--- config.mk ---
export PLATFORM = sky130hd
export DESIGN_NAME = uart_tx_byte_fifo
export DESIGN_NICKNAME = d
export VERILOG_FILES = /design/src/rtl/uart_tx_byte_fifo.sv
export SDC_FILE = /design/constraint.sdc
export NUM_CORES = 1
export LEC_CHECK = 0
export BUFFER_PORTS_ARGS = -buffer_cell sky130_fd_sc_hd__buf_2
export CAP_MARGIN = 20
export CORE_UTILIZATION = 40
export CTS_BUF_LIST = sky130_fd_sc_hd__clkbuf_4
export CTS_CLUSTER_SIZE = 24
export DETAILED_ROUTE_END_ITERATION = 8
export GPL_ROUTABILITY_DRIVEN = 0
export GPL_TIMING_DRIVEN = 0
export SLEW_MARGIN = 20
export SYNTH_ARGS = -nofsm -noshare
export SYNTH_HDL_FRONTEND = slang
export SYNTH_SLANG_ARGS = --single-unit
--- constraint.sdc ---
create_clock -name clk -period 4.4 [get_ports clk]
set_clock_uncertainty 0.2 [all_clocks]
set_input_delay 0.22 -clock clk [delete_from_list [all_inputs] [get_ports clk]]
set_output_delay 0.22 -clock clk [all_outputs]
set_load 0.01 [all_outputs]
--- src/rtl/uart_tx_byte_fifo.sv ---
// Byte FIFO between the core's UART byte port and the sendUART serializer.
// It acks each byte on store, drains in order one byte per start/finish handshake, and reports idle.
module uart_tx_byte_fifo #(
    parameter int DEPTH_LOG2 = 4,
    parameter int DATA_WIDTH = 8
) (
    input  logic                  clk,
    input  logic                  reset,
    input  logic [DATA_WIDTH-1:0] byte_in,
    input  logic                  send_in,
    output logic [1:0]            response_out,
    output logic [DATA_WIDTH-1:0] tx_byte,
    output logic                  tx_start,
    input  logic                  tx_finish,
    output logic [DEPTH_LOG2:0]   fifo_count,
    output logic                  idle,
    output logic                  overflow
);

    localparam int DEPTH = 1 << DEPTH_LOG2;
    localparam logic [DEPTH_LOG2:0]   FULL_COUNT = (DEPTH_LOG2+1)'(DEPTH);
    localparam logic [DEPTH_LOG2:0]   CNT_ONE    = (DEPTH_LOG2+1)'(1);
    localparam logic [DEPTH_LOG2-1:0] PTR_ONE    = DEPTH_LOG2'(1);

    typedef enum logic {S_IDLE, S_WAIT} state_t;

    state_t                  state, state_next;
    logic [DATA_WIDTH-1:0]   mem [DEPTH];
    logic [DEPTH_LOG2-1:0]   wr_ptr, rd_ptr;
    logic [DEPTH_LOG2:0]     count, count_next;
    logic                    pending, pending_next;
    logic [DATA_WIDTH-1:0]   pend_byte;
    logic [DATA_WIDTH-1:0]   wdata;
    logic                    full, push, pop, capture;

    // Handshake: send_in is a one-cycle request; response_out[0] pulses the
    // cycle after the byte is actually stored. tx_start is a one-cycle pulse
    // and tx_finish closes the transfer, except in the tx_start cycle itself.
    always_comb begin
        full       = (count == FULL_COUNT);
        push       = !full && (pending || send_in);
        wdata      = pending ? pend_byte : byte_in;
        capture    = send_in && !pending && full;
        pop        = 1'b0;
        state_next = state;
        case (state)
            S_IDLE: begin
                if (count != '0) begin
                    pop        = 1'b1;
                    state_next = S_WAIT;
                end
            end
            S_WAIT: begin
                if (tx_finish && !tx_start) state_next = S_IDLE;
            end
            default: state_next = S_IDLE;
        endcase

        count_next = count;
        if (push && !pop)      count_next = count + CNT_ONE;
        else if (!push && pop) count_next = count - CNT_ONE;

        // A pending byte retires on the first cycle that starts below full.
        pending_next = pending;
        if (pending && !full) pending_next = 1'b0;
        if (capture)          pending_next = 1'b1;
    end

    always_ff @(posedge clk) begin
        if (push) mem[wr_ptr] <= wdata;
    end

    always_ff @(posedge clk or posedge reset) begin
        if (reset) begin
            state        <= S_IDLE;
            wr_ptr       <= '0;
            rd_ptr       <= '0;
            count        <= '0;
            pending      <= 1'b0;
            pend_byte    <= '0;
            tx_byte      <= '0;
            tx_start     <= 1'b0;
            response_out <= 2'b00;
            idle         <= 1'b0;
            overflow     <= 1'b0;
        end else begin
            state    <= state_next;
            count    <= count_next;
            pending  <= pending_next;
            tx_start <= pop;
            if (push) wr_ptr <= wr_ptr + PTR_ONE;
            if (pop) begin
                tx_byte <= mem[rd_ptr];
                rd_ptr  <= rd_ptr + PTR_ONE;
            end
            if (capture)           pend_byte <= byte_in;
            if (send_in && pending) overflow <= 1'b1;
            // Flags are computed from next-state so they line up with count.
            response_out <= {count_next == FULL_COUNT, push};
            idle         <= (count_next == '0) && (state_next == S_IDLE) && !pending_next;
        end
    end

    assign fifo_count = count;

endmodule

==> impl_metrics.tcl <==
set metrics [dict create \
    cts_buffers 17 \
    vias 3411 \
    worstSetupPathType "flip-flop to flip-flop" \
    ys_seq_area_frac 0.707 \
    start_util 0.416 \
    setup_tns_ps 0 \
    netlist_area_sq_um 6710 \
    worstMarginPinSlew_ps 683 \
    crit_path_top_delay_cell "and4_1" \
    crit_chain "inv_1 -> ha_1 -> nand4bb_1 -> nand2_1 -> inv_1 -> buf_2 -> and4_1" \
    pwr_density_cell_nw_per_um2 590 \
    dpl.hpwl_um 8700 \
    peakVddDrop_v 0.000258 \
    clk_pin_slew_worst_paths_ps 120 \
    totalWireLength_um 13100 \
    yosysMostFrequentCell "edfxtp_1" \
    rr_worst_depth 7 \
    grt_max_degree 28 \
    area_growth_pct 12.5 \
    hold_depth 3 \
    setup_viol 0 \
    drc 0 \
    fillers 1410 \
    required_ps 4400 \
    synth_nets 384 \
    drt-pass1-iter-count 4 \
    core_region_area_sq_um 16100 \
    synth_flop_cell "edfxtp_1" \
    syn_area_per_cell_sq_um 18.4 \
    synthCells 365 \
    wire_per_inst_um 19.9 \
    async_flop_share 0.220 \
    synth_cell_types 41 \
    fin_crit_sh 0.632 \
    die_x_um 132 \
    post_cts_resized 0 \
    cts.htree.levels 4 \
    synth_largest_area_cell "edfxtp_1" \
    relSlewSlack 0.544 \
    final_antenna_net_count 0 \
    synth_top_cell_area_share 0.573 \
    synth-edff-count 128 \
    clockRootBuffer "clkbuf_4" \
    critPathMaxFanout 10 \
    max_cap_viol_count 0 \
    drive_gt1_frac 0.294 \
    grtUsageTotal 0.165 \
    vias_per_cell 5.20 \
    fin_crit_ps 2780 \
    finalHoldViolCount 0 \
    grt_pass1_vias 3591 \
    die_h_um 132 \
    port_buffers 29 \
    cp.arrival_ps 2780 \
    cts-hold-fix-buffers 12 \
    finalNetCount 445 \
    clk_path_buf_depth 2 \
    post_cts_buffers 0 \
    power_uw 4460 \
    placement_rows 46 \
    antenna_found_initial 1 \
    clkSinkCount 164 \
    insertion_delay_ps 540 \
    status "completed" \
    hold_class "primary input to flip-flop" \
    ys_top_cells_by_area "edfxtp_1 57%, dfrtp_1 13%, mux4_2 11%, mux2_2 4.0%, mux2i_1 1.3%" \
    synth_commonest_cells "128 x edfxtp_1, 36 x dfrtp_1, 32 x mux4_2, 24 x mux2_2, 13 x nor3_1" \
    cp-start-kind "flip-flop" \
    cpMostUsedCell "inv_1" \
    leakagePower_uw 0.00267 \
    crit_path_end_kind "flip-flop" \
    yosys_warnings 0 \
    overflow 0 \
    dieArea_sq_um 17300 \
    slew_violations 0 \
    rsz0062_at_grt "false" \
    fmax_ghz 0.360 \
    drtIter0Drc 257 \
    synth-seq-cells 164 \
    grt_pass1_wl_um 20400 \
    final_util 0.469 \
    cpPeakStageDelay_ps 530 \
    cts_tree "built" \
    io_pins 30 \
]
-- metal layers --
metal | part of all wire | track usage | vias to the layer above | wire (um)
met3 | 0.056 | 0.0382 | 9 | 726
met5 | 0 | 0 | - | 0
met2 | 0.50 | 0.277 | 76 | 6590
li1 | - | - | 1563 | -
met1 | 0.43 | 0.209 | 1763 | 5630
met4 | 0.0089 | 0.0594 | 0 | 116
-- path summary, 6_finish.rpt --
check	from	to	slack [ps]
worst max-delay path	fifo_count[0]	mem[12][2]	1620
worst min-delay path	byte_in[5]	pend_byte[5]	250
worst max register to register	fifo_count[0]	mem[12][2]	1620
worst min register to register	overflow	overflow	270
max in group asynchronous	reset	tx_byte[6]	3070
min in group asynchronous	reset	wr_ptr[1]	500
-- layout make-up --
| class | count | area [sq um] | share of cell area |
|---|---|---|---|
| Tap cell | 216 | 270 | 0.0358 |
| Timing Repair Buffer | 42 | 285 | 0.0378 |
| Multi-Input combinational cell | 169 | 1810 | 0.240 |
| Antenna cell | 1 | 2.50 | 0.000331 |
| Clock buffer | 19 | 143 | 0.0189 |
| Sequential cell | 164 | 4740 | 0.628 |
| Buffer | 21 | 113 | 0.0149 |
| Clock inverter | 13 | 141 | 0.0187 |
| Inverter | 11 | 41.3 | 0.00547 |
-- sequential cells by signal, summed over array words and instances (netlist names) --
name and flops:
mem 128, pend_byte 8, tx_byte 8, fifo_count 5, rd_ptr 4, wr_ptr 4, response_out 2, idle 1
overflow 1, pending 1, state 1, tx_start 1
-- per-stage QoR --
| step | hold slack [ps] | worst slack (ps) | cells | instance area [sq um] |
|---|---|---|---|---|
| finish | 247 | 1620 | 656 | 7550 |
| global route | 203 | 1450 | 656 | 7550 |
| CTS | 197 | 1630 | 655 | 7550 |
| detailed placement | -29.1 | 1660 | 611 | 7150 |
| global placement | 234 | 1690 | 610 | 7130 |
| floorplan | 137 | 2200 | 365 | 6710 |
-- cells by family (layout without fill, tap and decap cells) --
family | after synthesis | count (layout) | share of synthesized area
XOR/XNOR | 9 | 9 | 0.0117
adder cells (fa/ha/maj) | 7 | 7 | 0.0131
flip-flops | 164 | 164 | 0.707
other | 0 | 1 | 0
AND/OR/NAND/NOR | 64 | 64 | 0.0559
multiplexers | 65 | 65 | 0.161
buffers and inverters | 32 | 106 | 0.0229
AO/OA/AOI/OAI | 24 | 24 | 0.0282
-- cells in the final DEF, fill, tap and decap left out, drive strengths merged, types with 2 or more instances in the layout --
| master | count |
|---|---|
| nand2 | 10 |
| nand4 | 3 |
| a221o | 8 |
| bufinv | 3 |
| or3b | 2 |
| o21ai | 5 |
| buf | 42 |
| edfxtp | 128 |
| clkinv | 7 |
| nor3 | 13 |
| xnor2 | 8 |
| clkbuf | 28 |
| and2 | 12 |
| dlygate4sd3 | 12 |
| o211ai | 3 |
| mux4 | 32 |
| and4b | 2 |
| and4 | 4 |
| inv | 11 |
| ha | 7 |
| dfrtp | 36 |
| nor2 | 9 |
| mux2i | 9 |
| mux2 | 24 |
| clkinvlp | 3 |
| nor3b | 2 |
-- where the power goes --
group	leakage [uW]	switching (uW)	total [uW]	internal, uW
Combinational	0.000916	822	1540	719
Clock	0.000146	485	879	395
Sequential	0.00160	108	2040	1930
Total	0.00267	1410	4460	3040
-- critical path: cells and delay by family, from the launching register on --
| family | cells | cell delay [ps] |
|---|---|---|
| adder cells (fa/ha/maj) | 1 | 260 |
| AND/OR/NAND/NOR | 3 | 920 |
| buffers and inverters | 3 | 540 |
| flip-flops | 1 | 500 |
Note: power is estimated with default switching activity, not from simulation.
